==> src/rtl/rs232_pkg.sv <==
// Shared definitions for the RS-232 receiver and transmitter: default bit period
// and the receiver state encoding.
package rs232_pkg;

  // 50 MHz / 4800 baud
  localparam logic [15:0] BAUD_RATE_DEF = 16'h28B0;

  typedef enum logic [2:0] {
    IDLE  = 3'd0,
    START = 3'd1,
    DATA  = 3'd2,
    STOP  = 3'd3,
    DONE  = 3'd4
  } rs232_state_e;

endpackage

==> src/rtl/rs232_rx_nbytes_if.sv <==
// Serial line in, assembled frame and status flags out.
interface rs232_rx_nbytes_if #(
  parameter int W = 64
);
  logic         Rs232_Rxd;
  logic [W-1:0] data_out;
  logic         rx_start_flag;
  logic         rx_done_flag;
  logic         rx_err_flag;
  logic         rx_busy;

  modport master (
    output Rs232_Rxd,
    input  data_out, rx_start_flag, rx_done_flag, rx_err_flag, rx_busy
  );

  modport slave (
    input  Rs232_Rxd,
    output data_out, rx_start_flag, rx_done_flag, rx_err_flag, rx_busy
  );
endinterface

==> src/rtl/rs232_baud_tick.sv <==
// Bit-period counter; flags the half-bit and full-bit points of the current period.
module rs232_baud_tick
  import rs232_pkg::*;
#(
  parameter logic [15:0] BAUD_RATE = BAUD_RATE_DEF
) (
  input  logic clk,
  input  logic reset,
  input  logic clr,
  output logic mid_tick,
  output logic full_tick
);
  localparam logic [15:0] HALF_LAST = BAUD_RATE / 16'd2 - 16'd1;
  localparam logic [15:0] FULL_LAST = BAUD_RATE - 16'd1;

  logic [15:0] cnt;

  assign mid_tick  = (cnt == HALF_LAST);
  assign full_tick = (cnt == FULL_LAST);

  // wrap on full_tick keeps the count at or below BAUD_RATE-1
  always_ff @(posedge clk) begin
    if (reset || clr || full_tick) cnt <= '0;
    else                           cnt <= cnt + 16'd1;
  end
endmodule

==> src/rtl/rs232_rx_nbytes.sv <==
// RS-232 receiver that assembles n bytes of N bits each into one wide word,
// first byte in the most significant slice.
module rs232_rx_nbytes
  import rs232_pkg::*;
#(
  parameter int          n         = 8,
  parameter int          N         = 8,
  parameter int          mlb       = 0,
  parameter logic [15:0] BAUD_RATE = BAUD_RATE_DEF
) (
  input  logic               clk,
  input  logic               reset,
  rs232_rx_nbytes_if.slave   bus
);
  localparam int IW = (n > 1) ? $clog2(n) : 1;
  localparam int CW = $clog2(n + 1);
  localparam int BW = (N > 1) ? $clog2(N) : 1;
  localparam logic [IW-1:0] IDX_TOP   = IW'(n - 1);
  localparam logic [CW-1:0] CNT_LAST  = CW'(n - 1);
  localparam logic [BW-1:0] BIT_FIRST = (mlb != 0) ? BW'(0) : BW'(N - 1);
  localparam logic [BW-1:0] BIT_LAST  = (mlb != 0) ? BW'(N - 1) : BW'(0);

  rs232_state_e state, state_nx;

  logic          rxd_m, rxd_s, rxd_d;
  logic [2:0]    vld_pipe;
  logic [BW-1:0] bit_idx;
  logic [N-1:0]  sh;
  logic [IW-1:0] byte_idx;
  logic [CW-1:0] byte_cnt;
  logic [N*n-1:0] data_q;
  logic          start_q, done_q, err_q;

  logic mid_tick, full_tick, clr;
  logic fall, last_byte;
  logic start_ok, sample_bit, byte_ok, frame_err;

  // vld_pipe fills after reset so the reset-forced 1s in the synchronizer
  // cannot masquerade as a falling edge when the line is low at release
  assign fall      = vld_pipe[2] && rxd_d && !rxd_s;
  assign last_byte = (byte_cnt == CNT_LAST);

  rs232_baud_tick #(.BAUD_RATE(BAUD_RATE)) u_tick (
    .clk       (clk),
    .reset     (reset),
    .clr       (clr),
    .mid_tick  (mid_tick),
    .full_tick (full_tick)
  );

  always_ff @(posedge clk) begin
    if (reset) state <= IDLE;
    else       state <= state_nx;
  end

  always_comb begin
    state_nx   = state;
    start_ok   = 1'b0;
    sample_bit = 1'b0;
    byte_ok    = 1'b0;
    frame_err  = 1'b0;
    case (state)
      IDLE:  if (fall) state_nx = START;
      START: if (mid_tick) begin
        if (!rxd_s) begin
          start_ok = 1'b1;
          state_nx = DATA;
        end else begin
          state_nx = IDLE;
        end
      end
      DATA:  if (full_tick) begin
        sample_bit = 1'b1;
        if (bit_idx == BIT_LAST) state_nx = STOP;
      end
      STOP:  if (full_tick) begin
        if (rxd_s) begin
          byte_ok  = 1'b1;
          state_nx = last_byte ? DONE : IDLE;
        end else begin
          frame_err = 1'b1;
          state_nx  = IDLE;
        end
      end
      DONE:    state_nx = IDLE;
      default: state_nx = IDLE;
    endcase
    clr = (state_nx != state) || (state == IDLE);
  end

  always_ff @(posedge clk) begin
    if (reset) begin
      rxd_m    <= 1'b1;
      rxd_s    <= 1'b1;
      rxd_d    <= 1'b1;
      vld_pipe <= '0;
      bit_idx  <= BIT_FIRST;
      sh       <= '0;
      byte_idx <= IDX_TOP;
      byte_cnt <= '0;
      data_q   <= '0;
      start_q  <= 1'b0;
      done_q   <= 1'b0;
      err_q    <= 1'b0;
    end else begin
      rxd_m    <= bus.Rs232_Rxd;
      rxd_s    <= rxd_m;
      rxd_d    <= rxd_s;
      vld_pipe <= {vld_pipe[1:0], 1'b1};
      start_q  <= start_ok;
      done_q   <= byte_ok && last_byte;
      err_q    <= frame_err;

      if (start_ok) bit_idx <= BIT_FIRST;
      if (sample_bit) begin
        sh[bit_idx] <= rxd_s;
        bit_idx     <= (mlb != 0) ? bit_idx + 1'b1 : bit_idx - 1'b1;
      end

      if (byte_ok) begin
        data_q[int'(byte_idx) * N +: N] <= sh;
        byte_idx <= (byte_idx == '0) ? IDX_TOP : byte_idx - 1'b1;
        byte_cnt <= last_byte ? '0 : byte_cnt + 1'b1;
      end else if (frame_err) begin
        byte_idx <= IDX_TOP;
        byte_cnt <= '0;
      end
    end
  end

  assign bus.data_out      = data_q;
  assign bus.rx_start_flag = start_q;
  assign bus.rx_done_flag  = done_q;
  assign bus.rx_err_flag   = err_q;
  assign bus.rx_busy       = (state != IDLE) || (byte_cnt != '0);

endmodule
==> src/flat_wrapper.sv <==
// flat-port wrapper written by rule: the top's interface ports become plain ports
module rs232_rx_nbytes_flat import rs232_pkg::*;
#(
  parameter int          n         = 8,
  parameter int          N         = 8,
  parameter int          mlb       = 0,
  parameter logic [15:0] BAUD_RATE = BAUD_RATE_DEF
)
  (clk, reset, bus_Rs232_Rxd, bus_data_out, bus_rx_start_flag, bus_rx_done_flag, bus_rx_err_flag, bus_rx_busy);
  rs232_rx_nbytes_if bus_i ();
  input  logic clk;
  input  logic reset;
  input wire logic [$bits(bus_i.Rs232_Rxd)-1:0] bus_Rs232_Rxd;
  output wire logic [$bits(bus_i.data_out)-1:0] bus_data_out;
  output wire logic [$bits(bus_i.rx_start_flag)-1:0] bus_rx_start_flag;
  output wire logic [$bits(bus_i.rx_done_flag)-1:0] bus_rx_done_flag;
  output wire logic [$bits(bus_i.rx_err_flag)-1:0] bus_rx_err_flag;
  output wire logic [$bits(bus_i.rx_busy)-1:0] bus_rx_busy;
  assign bus_i.Rs232_Rxd = bus_Rs232_Rxd;
  assign bus_data_out = bus_i.data_out;
  assign bus_rx_start_flag = bus_i.rx_start_flag;
  assign bus_rx_done_flag = bus_i.rx_done_flag;
  assign bus_rx_err_flag = bus_i.rx_err_flag;
  assign bus_rx_busy = bus_i.rx_busy;
  rs232_rx_nbytes #(.n(n), .N(N), .mlb(mlb), .BAUD_RATE(BAUD_RATE)) u_core (.clk(clk), .reset(reset), .bus(bus_i));
endmodule
==> config.mk <==
export PLATFORM = sky130hd
export DESIGN_NAME = rs232_rx_nbytes_flat
export DESIGN_NICKNAME = d
export VERILOG_FILES = /design/src/rtl/rs232_pkg.sv /design/src/rtl/rs232_rx_nbytes_if.sv /design/src/rtl/rs232_baud_tick.sv /design/src/rtl/rs232_rx_nbytes.sv /design/src/flat_wrapper.sv
export SDC_FILE = /design/constraint.sdc
export NUM_CORES = 1
export LEC_CHECK = 0
export CAP_MARGIN = 20
export CORE_UTILIZATION = 25
export CTS_CLUSTER_DIAMETER = 60
export DETAILED_ROUTE_END_ITERATION = 12
export SYNTH_ARGS = -nofsm -noshare
export SYNTH_HDL_FRONTEND = slang
export SYNTH_HIERARCHICAL = 1
export SYNTH_SLANG_ARGS = --single-unit
==> constraint.sdc <==
create_clock -name clk -period 5.9 [get_ports clk]
set_input_delay 0.59 -clock clk [delete_from_list [all_inputs] [get_ports clk]]
set_output_delay 0.59 -clock clk [all_outputs]
set_load 0.1 [all_outputs]
Yosys cells after proc, flatten, opt, wreduce, memory -nomap -nowiden

Index checks and enable logic that the tools add are counted.

Flip-flop bits (word level): 110
Output and inout port bits: 68

Add/subtract/negate cells: 5
$lt $le $gt $ge: 2
Equality and inequality tests: 7
Shifts and indexed selects: 2
Multiplexer cells: 32
Reductions and logical operators: 16

Operators by type and width:

| kind                                                   | count |
|---|---|
| bitwise mux 64 bit                                     | 1 |
| variable shift 8 x 33 -> 64 bit (first input constant) | 1 |
| indexed part select 8 x 33 -> 64 bit                   | 1 |
| 2-to-1 mux 3 bit                                       | 12 |
| negator 6 -> 33 bit                                    | 1 |
| adder 16 x 1 -> 16 bit (second input constant)         | 1 |
| equality test 16 x 13 -> 1 bit (second input constant) | 1 |
| equality test 16 x 14 -> 1 bit (second input constant) | 1 |
| 2-to-1 mux 1 bit                                       | 12 |
| 2-to-1 mux 4 bit                                       | 3 |
| case mux 3 bit (4 select lines)                        | 1 |
| logical NOT 3 bit                                      | 3 |
| bitwise mux 8 bit                                      | 1 |
| equality test 3 x 2 -> 1 bit (second input constant)   | 2 |
| subtractor 3 x 1 -> 3 bit (second input constant)      | 2 |
| adder 4 x 1 -> 4 bit (second input constant)           | 1 |
| equality test 4 x 3 -> 1 bit (second input constant)   | 1 |
| logical AND 1 bit                                      | 4 |
| logical OR 1 bit                                       | 4 |
| < comparator 3 x 4 -> 1 bit (second input constant)    | 1 |
| nonzero test 2 bit                                     | 2 |
| nonzero test 4 bit                                     | 1 |
| demux 1 bit (select 3 bit)                             | 1 |
| equality test 3 x 1 -> 1 bit (second input constant)   | 1 |
| other kinds (5)                                        | 5 |

Logic depth before layout (Yosys ltp)

Gate-level depths: netlist (run 1).

Depth in word-level cells: 9
Depth in mapped cells: 10
Mapped depth without buffers: 8

Cells and area by module

Netlist (run 1), hierarchy kept.

By module, submodules not included:

| module          | instances | cells an instance | area an instance (um^2) |
|---|---|---|---|
| rs232_rx_nbytes | 1         | 378               | 3,834.9 |
| rs232_baud_tick | 1         | 84                | 860.8 |

Worst setup path before layout (run 1)

No wires, ideal clock.

Path kind: register -> register
From: register u_core.u_tick.cnt[0]
To: register u_core.data_q[48] (netlist: u_core/bus.data_out[48])
Library setup time: 0.116 ns
Arrival time: 2.183 ns
Data required time: 5.784 ns
Slack: 3.601 ns
Stages on the path, launching flop included: 10
Path buffers: 2
Cells stage by stage: dfxtp_1 > ha_1 > and4_4 > and4_4 > and4b_1 > buf_6 > nand2_4 > or3_4 > buf_6 > a31o_1

Word-level cells in the longest chain between the ends: 3

RTL lines:

| item                           | line                   | source |
|---|---|---|
| start, declared                | rs232_baud_tick.sv:16  | `logic [15:0] cnt;` |
| start signal, assigned         | rs232_baud_tick.sv:24  | `else cnt <= cnt + 16'd1;` |
| equality test 16 x 14 -> 1 bit | rs232_baud_tick.sv:19  | `assign full_tick = (cnt == FULL_LAST);` |
| named net u_core.full_tick     | rs232_rx_nbytes.sv:34  | `logic mid_tick, full_tick, clr;` |
| 2-to-1 mux 1 bit               | rs232_rx_nbytes.sv:76  | `STOP: if (full_tick) begin` |
| 2-to-1 mux 1 bit               | rs232_rx_nbytes.sv:62  | `case (state)` |
| end signal, assigned by index  | rs232_rx_nbytes.sv:121 | `data_q[int'(byte_idx) * N +: N] <= sh;` |
| end, declared                  | rs232_rx_nbytes.sv:31  | `logic [N*n-1:0] data_q;` |

The timed path passes the listed nets, and every way through them passes these cells.
A chain may end at the register's enable or synchronous reset.

Worst setup path after layout (run 1)

From: register u_core.byte_cnt[0]
To: output port bus_rx_busy

Word-level cells in the longest chain between the ends: 2

RTL lines:

| item                   | line                   | source |
|---|---|---|
| start, declared        | rs232_rx_nbytes.sv:30  | `logic [CW-1:0] byte_cnt;` |
| start signal, assigned | rs232_rx_nbytes.sv:123 | `byte_cnt <= last_byte ? '0 : byte_cnt + 1'b1;` |
| nonzero test 4 bit     | rs232_rx_nbytes.sv:135 | `assign bus.rx_busy = (state != IDLE) \|\| (byte_cnt != '0);` |
| logical OR 1 bit       | rs232_rx_nbytes.sv:135 |  |
| end, declared          | flat_wrapper.sv:18     | `output wire logic [$bits(bus_i.rx_busy)-1:0] bus_rx_busy;` |

No other way between the ends.

==> results of run 1 <==
[kinds of logic (layout without fill, tap and decap cells)]
group	Yosys count	in the layout	synth area share [%]
buffers and inverters	34	98	3.810
adder cells (fa/ha/maj)	9	9	2.398
flip-flops	110	110	46.90
multiplexers	65	65	14.20
AND/OR/NAND/NOR	202	202	25.61
AO/OA/AOI/OAI	28	28	4.477
XOR/XNOR	14	14	2.611
[flip-flops by register name, indices dropped and copies added, names as in the netlist]
register,flops
u_core/u_tick/cnt,16
u_core/rxd_d,1
u_core/bus.data_out,64
u_core/bus.rx_err_flag,1
u_core/vld_pipe,3
u_core/byte_cnt,4
u_core/bus.rx_done_flag,1
u_core/rxd_m,1
u_core/state,3
u_core/bit_idx,3
u_core/bus.rx_start_flag,1
u_core/sh,8
u_core/rxd_s,1
u_core/byte_idx,3
[cells in the final DEF, fill, tap and decap left out, types with 8 or more instances in the layout]
cell type and n:
clkbuf_16 9, nor2_4 8, nand4_1 9, nand2_1 39, nor3_1 17, mux2i_1 64
a31o_1 8, ha_1 9, nand3_1 11, inv_1 11, clkdlybuf4s50_1 69, xor2_1 8
nor2_1 62, dfxtp_1 110
[layout make-up]
cell class / instances / area (um2) / area share, %
multi-input cells: 318 / 2315 / 39.58
repair buffers: 71 / 703.2 / 12.02
inverters: 11 / 41.29 / 0.7060
clock buffers: 9 / 225.2 / 3.851
flip-flops and latches: 110 / 2202 / 37.66
well taps: 229 / 286.5 / 4.899
clock inverters: 7 / 75.07 / 1.284
[final timing paths]
| kind | end | slack (ns) |
|---|---|---|
| max | bus_rx_busy | 2.90 |
| min | u_core/rxd_s | 0.42 |
| max reg2reg | u_core/u_tick/cnt[7] | 3.08 |
| min reg2reg | u_core/rxd_s | 0.42 |
[layer usage]
metal  track usage [%]  wire length (um)  part of all wire [%]  up-vias
met5                 0                 0                     0        -
met4             4.971               203                   1.8        0
met3             4.213               580                   5.2       14
met2             19.46              5285                    48       61
met1             14.29              5009                    45     1648
li1                  -                 -                     -     1720
[power by group]
group	total (W)	internal (W)	switching, W
logic	0.0000184	0.00000407	0.0000143
clock network	0.000610	0.000330	0.000280
registers	0.000747	0.000744	0.00000280
total	0.00137	0.00108	0.000297
[stage by stage]
stage                     instances  cell area (um2)  setup slack (ns)
final                           755             5848             2.899
after global routing            755             5848             2.757
after CTS                       755             5848             2.891
after detailed placement        739             5548             3.057
after global placement          739             5548             3.128
after floorplan                 462             4696             3.601
==> results.py, run 1 <==
metrics = {
    "global_routing": {
        "grt_pass1_vias": 3404,
        "grt_overflow": 0,
        "grt_pass1_wl_um": 18090,
        "grt_max_degree": 64,
        "track_usage_pct": 11.96,
        "antenna_found_initial": 0,
    },
    "place": {
        "gp_congestion": 0.7862,
        "dp_hpwl_um": 7425,
        "port_buffers": 70,
    },
    "setup_path": {
        "crit_chain": "inv_1 -> ha_1 -> nor4b_1 -> nand2_1 -> clkdlybuf4s50_1",
        "cp_top_family": "buffers and inverters",
        "cp.depth": 5,
        "rr_worst_depth": 7,
        "cp.required_ns": 5.31,
        "crit_path_end_kind": "output port",
        "critical_path_class": "reg2out",
        "r2r_start": "u_core/u_tick/cnt[7]",
        "start_kind": "register",
        "max_stage_delay_ns": 1.15,
        "crit_fanout": 5,
        "arrival_ns": 2.41,
        "startpoint": "u_core/byte_cnt[0]",
        "cp.buffers_inverters": 2,
        "crit_slowest_cell": "clkdlybuf4s50_1",
    },
    "yosys": {
        "ys_types": 54,
        "yosysTopAreaCellShare_pct": 46.90,
        "seq_area_frac_synth_pct": 46.90,
        "synth_cells": 462,
        "ys_ff_latch": 110,
        "synth_edf_count": 0,
        "ys_top_cells_by_count": "dfxtp_1, mux2i_1, nor2_1",
        "synth_area_um2": 4696,
        "ys.flop_type": "dfxtp_1",
        "syn_nets": 474,
        "syn_avg_cell_area_um2": 10.16,
        "synthTopCellsByArea": "dfxtp_1, mux2i_1, nor2_1, nand2_1, ha_1",
        "synth.most_common_cell": "dfxtp_1",
        "async_flop_share_pct": 0,
        "yosys.area.top_type": "dfxtp_1",
        "ys_warn_count": 6,
    },
    "sta": {
        "timing.hold.ws_ns": 0.4165,
        "max_slew_margin_pct": 28.88,
        "setup_viol": 0,
        "finalMaxSlewViolations": 0,
        "fin_crit_sh_pct": 50.86,
        "worstMarginPinSlew_ns": 1.052,
        "skew_ns": 0.006690,
        "rsz0062_at_grt": "no",
        "setup_tns_ns": 0,
        "fmax_mhz": 333.2,
        "min_period_ns": 3.001,
        "hold_viol": 0,
    },
    "run": {
        "maxCapViolCount": 0,
    },
    "cts": {
        "clkSinkCount": 110,
        "clk_pin_slew_ns": 0.07,
        "cts-root-buf": "clkbuf_16",
        "ctsHoldBuffers": 0,
        "cts_setup_buffers": 0,
        "clkLatencyLatePin_ns": 0.35,
        "numCtsBuffers": 9,
        "cts-resized-gates": 0,
        "cts.path.max_buffers": 2,
        "tritoncts": "yes",
        "cts_max_level": 3,
    },
    "worst_hold_path": {
        "worstHoldPathCells": 1,
        "min_from": "u_core/rxd_m",
        "hold_class": "reg2reg",
    },
    "pwr": {
        "fin_total_pwr_w": 0.001375,
        "pwr_density_cell_nw_per_um2": 235.1,
        "ir_drop_uv": 214.5,
        "p_leak_nw": 2.099,
    },
    "die": {
        "coreArea_um2": 18210,
        "rows": 49,
        "die_area_um2": 19330,
        "die_h_um": 139.1,
        "ioPinCount": 71,
        "die_width_um": 139.1,
        "initial_core_util_pct": 25.79,
    },
    "layout": {
        "fill_cells": 1836,
        "drive_above_1_share_pct": 9.506,
        "final_nets": 533,
        "n_antenna_cell": 0,
        "syn2layout_area_growth_pct": 24.54,
        "fin_util_pct": 32.12,
    },
    "route": {
        "wire_per_inst_um": 14.67,
        "drt-total-wl_um": 11080,
        "via_per_inst": 4.560,
        "first_pass_iters": 5,
        "drc": 0,
        "vias": 3443,
        "ant_nets": 0,
        "first_iter_violations": 140,
    },
    "outcome": {
        "status": "completed",
    },
}
No activity file was read; power rests on OpenSTA's default activity.
==> inputs of run 2 (changes only) <==
clock period = 3.1 ns   (was 5.9 ns; I/O delays follow)
==> results.py, run 2 (synthesis results as in run 1) <==
metrics = {
    "outcome": {
        "status": "completed",
    },
    "cts": {
        "tritoncts": "yes",
        "cts_max_level": 3,
        "numCtsBuffers": 9,
        "cts.path.max_buffers": 2,
        "cts_setup_buffers": 0,
        "cts-resized-gates": 0,
        "cts-root-buf": "clkbuf_16",
        "clkSinkCount": 110,
        "clkLatencyLatePin_ns": 0.35,
        "clk_pin_slew_ns": 0.07,
        "ctsHoldBuffers": 0,
    },
    "global_routing": {
        "grt_pass1_vias": 3482,
        "grt_pass1_wl_um": 18480,
        "grt_max_degree": 61,
        "grt_overflow": 0,
        "track_usage_pct": 12.19,
        "antenna_found_initial": 0,
    },
    "die": {
        "initial_core_util_pct": 25.79,
        "rows": 49,
        "die_h_um": 139.1,
        "coreArea_um2": 18210,
        "die_width_um": 139.1,
        "die_area_um2": 19330,
        "ioPinCount": 71,
    },
    "layout": {
        "n_antenna_cell": 0,
        "syn2layout_area_growth_pct": 25.63,
        "final_nets": 536,
        "drive_above_1_share_pct": 12.10,
        "fill_cells": 1810,
        "layout_commonest_cell": "dfxtp_1",
        "largest_reg_flops": 64,
        "mostFrequentLayoutCells": "dfxtp_1, mux2i_1, nor2_1",
        "stdcell_count": 758,
    },
    "sta": {
        "setup_viol": 0,
        "skew_ns": 0.005416,
        "setup_tns_ns": 0,
        "min_period_ns": 2.663,
        "timing.hold.ws_ns": 0.2315,
        "hold_viol": 0,
        "finalMaxSlewViolations": 0,
        "fin_ws_ns": 0.4370,
        "rsz0062_at_grt": "no",
        "fmax_mhz": 375.5,
        "max_slew_margin_pct": 32.22,
        "fin_crit_sh_pct": 85.90,
        "worstMarginPinSlew_ns": 1.014,
    },
    "place": {
        "gp_congestion": 0.7949,
        "place_ws_ns": 0.4364,
        "place_inst": 742,
        "port_buffers": 70,
        "dp_hpwl_um": 7661,
    },
    "setup_path": {
        "critical_path_class": "reg2reg",
        "cp.required_ns": 3.33,
        "crit_fanout": 13,
        "arrival_ns": 2.89,
        "rrSetupSlack_ns": 0.44,
        "crit_path_end_kind": "register",
        "start_kind": "register",
    },
    "pwr": {
        "pwr_density_cell_nw_per_um2": 474.9,
        "p_leak_nw": 2.175,
        "p_switching_w": 0.0005426,
        "p_comb_share_pct": 1.4,
        "p_clk_share_pct": 48.0,
        "p_int_w": 0.002259,
        "swShare_pct": 19.37,
        "seq_power_share_pct": 50.6,
        "fin_total_pwr_w": 0.002802,
        "ir_drop_uv": 208.3,
    },
    "route": {
        "first_iter_violations": 110,
        "vias": 3482,
        "ant_nets": 0,
        "wire_per_inst_um": 14.59,
        "via_per_inst": 4.594,
        "drt-total-wl_um": 11060,
        "drc": 0,
        "first_pass_iters": 4,
    },
    "worst_hold_path": {
        "hold_class": "in2reg",
    },
    "run": {
        "maxCapViolCount": 0,
    },
}
==> run 2: final cells by class <==
cell class	count	area, um2	share of cell area, %
clock inverter	5	103.9	1.760
timing repair buffer	74	698.2	11.83
inverter	11	41.29	0.6999
clock buffer	11	252.7	4.284
multi-input combinational	318	2315	39.24
tap	229	286.5	4.857
sequential	110	2202	37.33
==> run 2: path summary, 6_finish.rpt <==
check	startpoint	to	cells past startpoint
min	reset	u_core/bus.data_out[12]	2
min reg2reg	u_core/rxd_m	u_core/rxd_s	1
max	u_core/u_tick/cnt[0]	u_core/bus.data_out[61]	7
max reg2reg	u_core/u_tick/cnt[0]	u_core/bus.data_out[61]	7
==> run 2: stage by stage <==
stage	area, um2	utilization, %
floorplan	4696	-
global placement	5543	30.44
detailed placement	5543	30.44
CTS	5899	32.40
global route	5899	32.40
finish	5899	32.40
==> run 2: critical path: stages, from the launching register on <==
cell and delay [ns]:
dfxtp_1 0.43, ha_1 0.20, and4_4 0.26, and4_4 0.30, nand4b_4 0.30, nor4_4 0.71
mux2i_1 0.27, nor2_1 0.05
==> run 2: power by group through the flow <==
| stage | clock, W | sequential (W) | combinational, W |
|---|---|---|---|
| final | 0.00134 | 0.00142 | 0.0000388 |
| after global routing | 0.00144 | 0.00142 | 0.0000427 |
| after CTS | 0.00139 | 0.00142 | 0.0000393 |
| after detailed placement | 0 | 0.00145 | 0.0000392 |
| after global placement | 0 | 0.00145 | 0.0000389 |
| after floorplan | 0 | 0.00145 | 0.0000301 |
==> run 2: per-layer routing <==
layer  vias to the layer above  share of wire, %  GRT usage (%)
met3                        17               5.9          3.246
li1                       1727                 -              -
met5                         -                 0              0
met2                        92                46          19.22
met1                      1646                45          14.92
met4                         0               3.0          7.193
==> inputs of run 3 (changes only) <==
CTS_BUF_LIST = sky130_fd_sc_hd__clkbuf_16   (was default)
==> results.py, run 3 (synthesis results as in run 1) <==
metrics = {
    "sta": {
        "hold_viol": 0,
        "finalMaxSlewViolations": 0,
        "setup_tns_ns": 0,
        "fin_ws_ns": 0.4465,
        "fmax_mhz": 376.9,
        "setup_viol": 0,
        "min_period_ns": 2.654,
        "skew_ns": 0.005147,
        "worstMarginPinSlew_ns": 1.014,
        "fin_crit_sh_pct": 85.60,
        "rsz0062_at_grt": "no",
        "max_slew_margin_pct": 32.22,
    },
    "outcome": {
        "status": "completed",
    },
    "cts": {
        "numCtsBuffers": 9,
        "clk_pin_slew_ns": 0.07,
        "clkLatencyLatePin_ns": 0.35,
        "clkSinkCount": 110,
        "cts_setup_buffers": 0,
        "cts.path.max_buffers": 2,
        "cts_max_level": 3,
        "ctsHoldBuffers": 0,
        "tritoncts": "yes",
        "cts-resized-gates": 0,
        "cts-root-buf": "clkbuf_16",
    },
    "setup_path": {
        "rr_worst_depth": 7,
        "cp_top_family": "simple AND/OR/NAND/NOR gates",
        "crit_slowest_cell": "nor4_4",
        "max_stage_delay_ns": 0.71,
        "start_kind": "register",
        "crit_path_end_kind": "register",
        "crit_chain": "ha_1 -> and4_4 -> and4_4 -> nand4b_4 -> nor4_4 -> mux2i_1 -> nor2_1",
        "crit_path_frequent_cell": "and4_4",
        "cp.required_ns": 3.32,
        "cp.buffers_inverters": 0,
        "r2r_start": "u_core/u_tick/cnt[0]",
        "r2r_end": "u_core/bus.data_out[59]",
        "rrSetupSlack_ns": 0.45,
        "arrival_ns": 2.87,
        "critical_path_class": "reg2reg",
        "crit_fanout": 13,
    },
    "route": {
        "wire_per_inst_um": 14.57,
        "drt-total-wl_um": 11040,
        "ant_nets": 0,
        "vias": 3487,
        "first_iter_violations": 105,
        "via_per_inst": 4.600,
        "drc": 0,
        "first_pass_iters": 4,
    },
    "global_routing": {
        "track_usage_pct": 12.21,
        "grt_pass1_vias": 3497,
        "grt_overflow": 0,
        "grt_max_degree": 61,
        "grt_pass1_wl_um": 18520,
        "antenna_found_initial": 0,
    },
    "worst_hold_path": {
        "worstHoldPathCells": 2,
        "hold_end": "u_core/bus.data_out[12]",
        "min_from": "reset",
        "hold_class": "in2reg",
    },
    "die": {
        "die_h_um": 139.1,
        "ioPinCount": 71,
        "coreArea_um2": 18210,
        "initial_core_util_pct": 25.79,
        "die_area_um2": 19330,
        "die_width_um": 139.1,
        "rows": 49,
    },
    "layout": {
        "mostFrequentLayoutCells": "dfxtp_1, mux2i_1, nor2_1",
        "stdcell_count": 758,
        "fin_util_pct": 32.29,
        "drive_above_1_share_pct": 11.72,
        "layout_commonest_cell": "dfxtp_1",
        "n_antenna_cell": 0,
        "final_nets": 536,
        "syn2layout_area_growth_pct": 25.21,
        "largest_reg_flops": 64,
    },
    "run": {
        "maxCapViolCount": 0,
    },
    "pwr": {
        "fin_total_pwr_w": 0.002751,
        "pwr_density_cell_nw_per_um2": 467.8,
        "ir_drop_uv": 208.3,
        "p_leak_nw": 2.163,
    },
    "place": {
        "port_buffers": 70,
        "place_inst": 742,
        "gp_congestion": 0.7949,
        "place_ws_ns": 0.4364,
        "dp_hpwl_um": 7661,
    },
}
==> run 3: cell types whose count changed in the layout (fill, tap and decap cells not counted), sizes merged <==
cell / delta
clkinv: +2
clkbuf: -2
==> run 3: how the worst max path moves through the flow <==
stage | start | to | cells after the start
after detailed placement | u_core/u_tick/cnt[0] | u_core/bus.data_out[59] | 7
final | u_core/u_tick/cnt[0] | u_core/bus.data_out[59] | 7
after floorplan | u_core/u_tick/cnt[0] | u_core/bus.data_out[48] | 9
after CTS | u_core/u_tick/cnt[0] | u_core/bus.data_out[61] | 7
after global routing | u_core/u_tick/cnt[0] | u_core/bus.data_out[61] | 7
after global placement | u_core/u_tick/cnt[0] | u_core/bus.data_out[57] | 7
==> run 3: layer usage <==
layer / global-route usage (%) / share of wire, % / vias up
li1: - / - / 1729
met1: 14.92 / 45 / 1650
met2: 19.30 / 46 / 91
met3: 3.246 / 6.0 / 17
met4: 7.193 / 2.9 / 0
met5: 0 / 0 / -
==> run 3: area by class of cell <==
cell class / instances / area (um2)
fillers: 1814 / 12330
multi-input cells: 318 / 2315
flip-flops and latches: 110 / 2202
repair buffers: 74 / 698.2
well taps: 229 / 286.5
clock buffers: 9 / 225.2
clock inverters: 7 / 111.4
inverters: 11 / 41.29
==> run 3: stage by stage <==
step / hold WS (ns) / area, um2
global placement: 0.4022 / 5543
global route: 0.2338 / 5879
finish: 0.2269 / 5879
floorplan: 0.3895 / 4696
CTS: 0.2223 / 5879
detailed placement: 0.3930 / 5543
==> run 3: power breakdown <==
group          internal (W)  leakage (nW)  total (W)  switching (W)
clock network      0.000785         0.165    0.00129       0.000508
registers           0.00142         0.887    0.00142     0.00000219
logic            0.00000836          1.11  0.0000388      0.0000304
total               0.00221          2.16    0.00275       0.000541
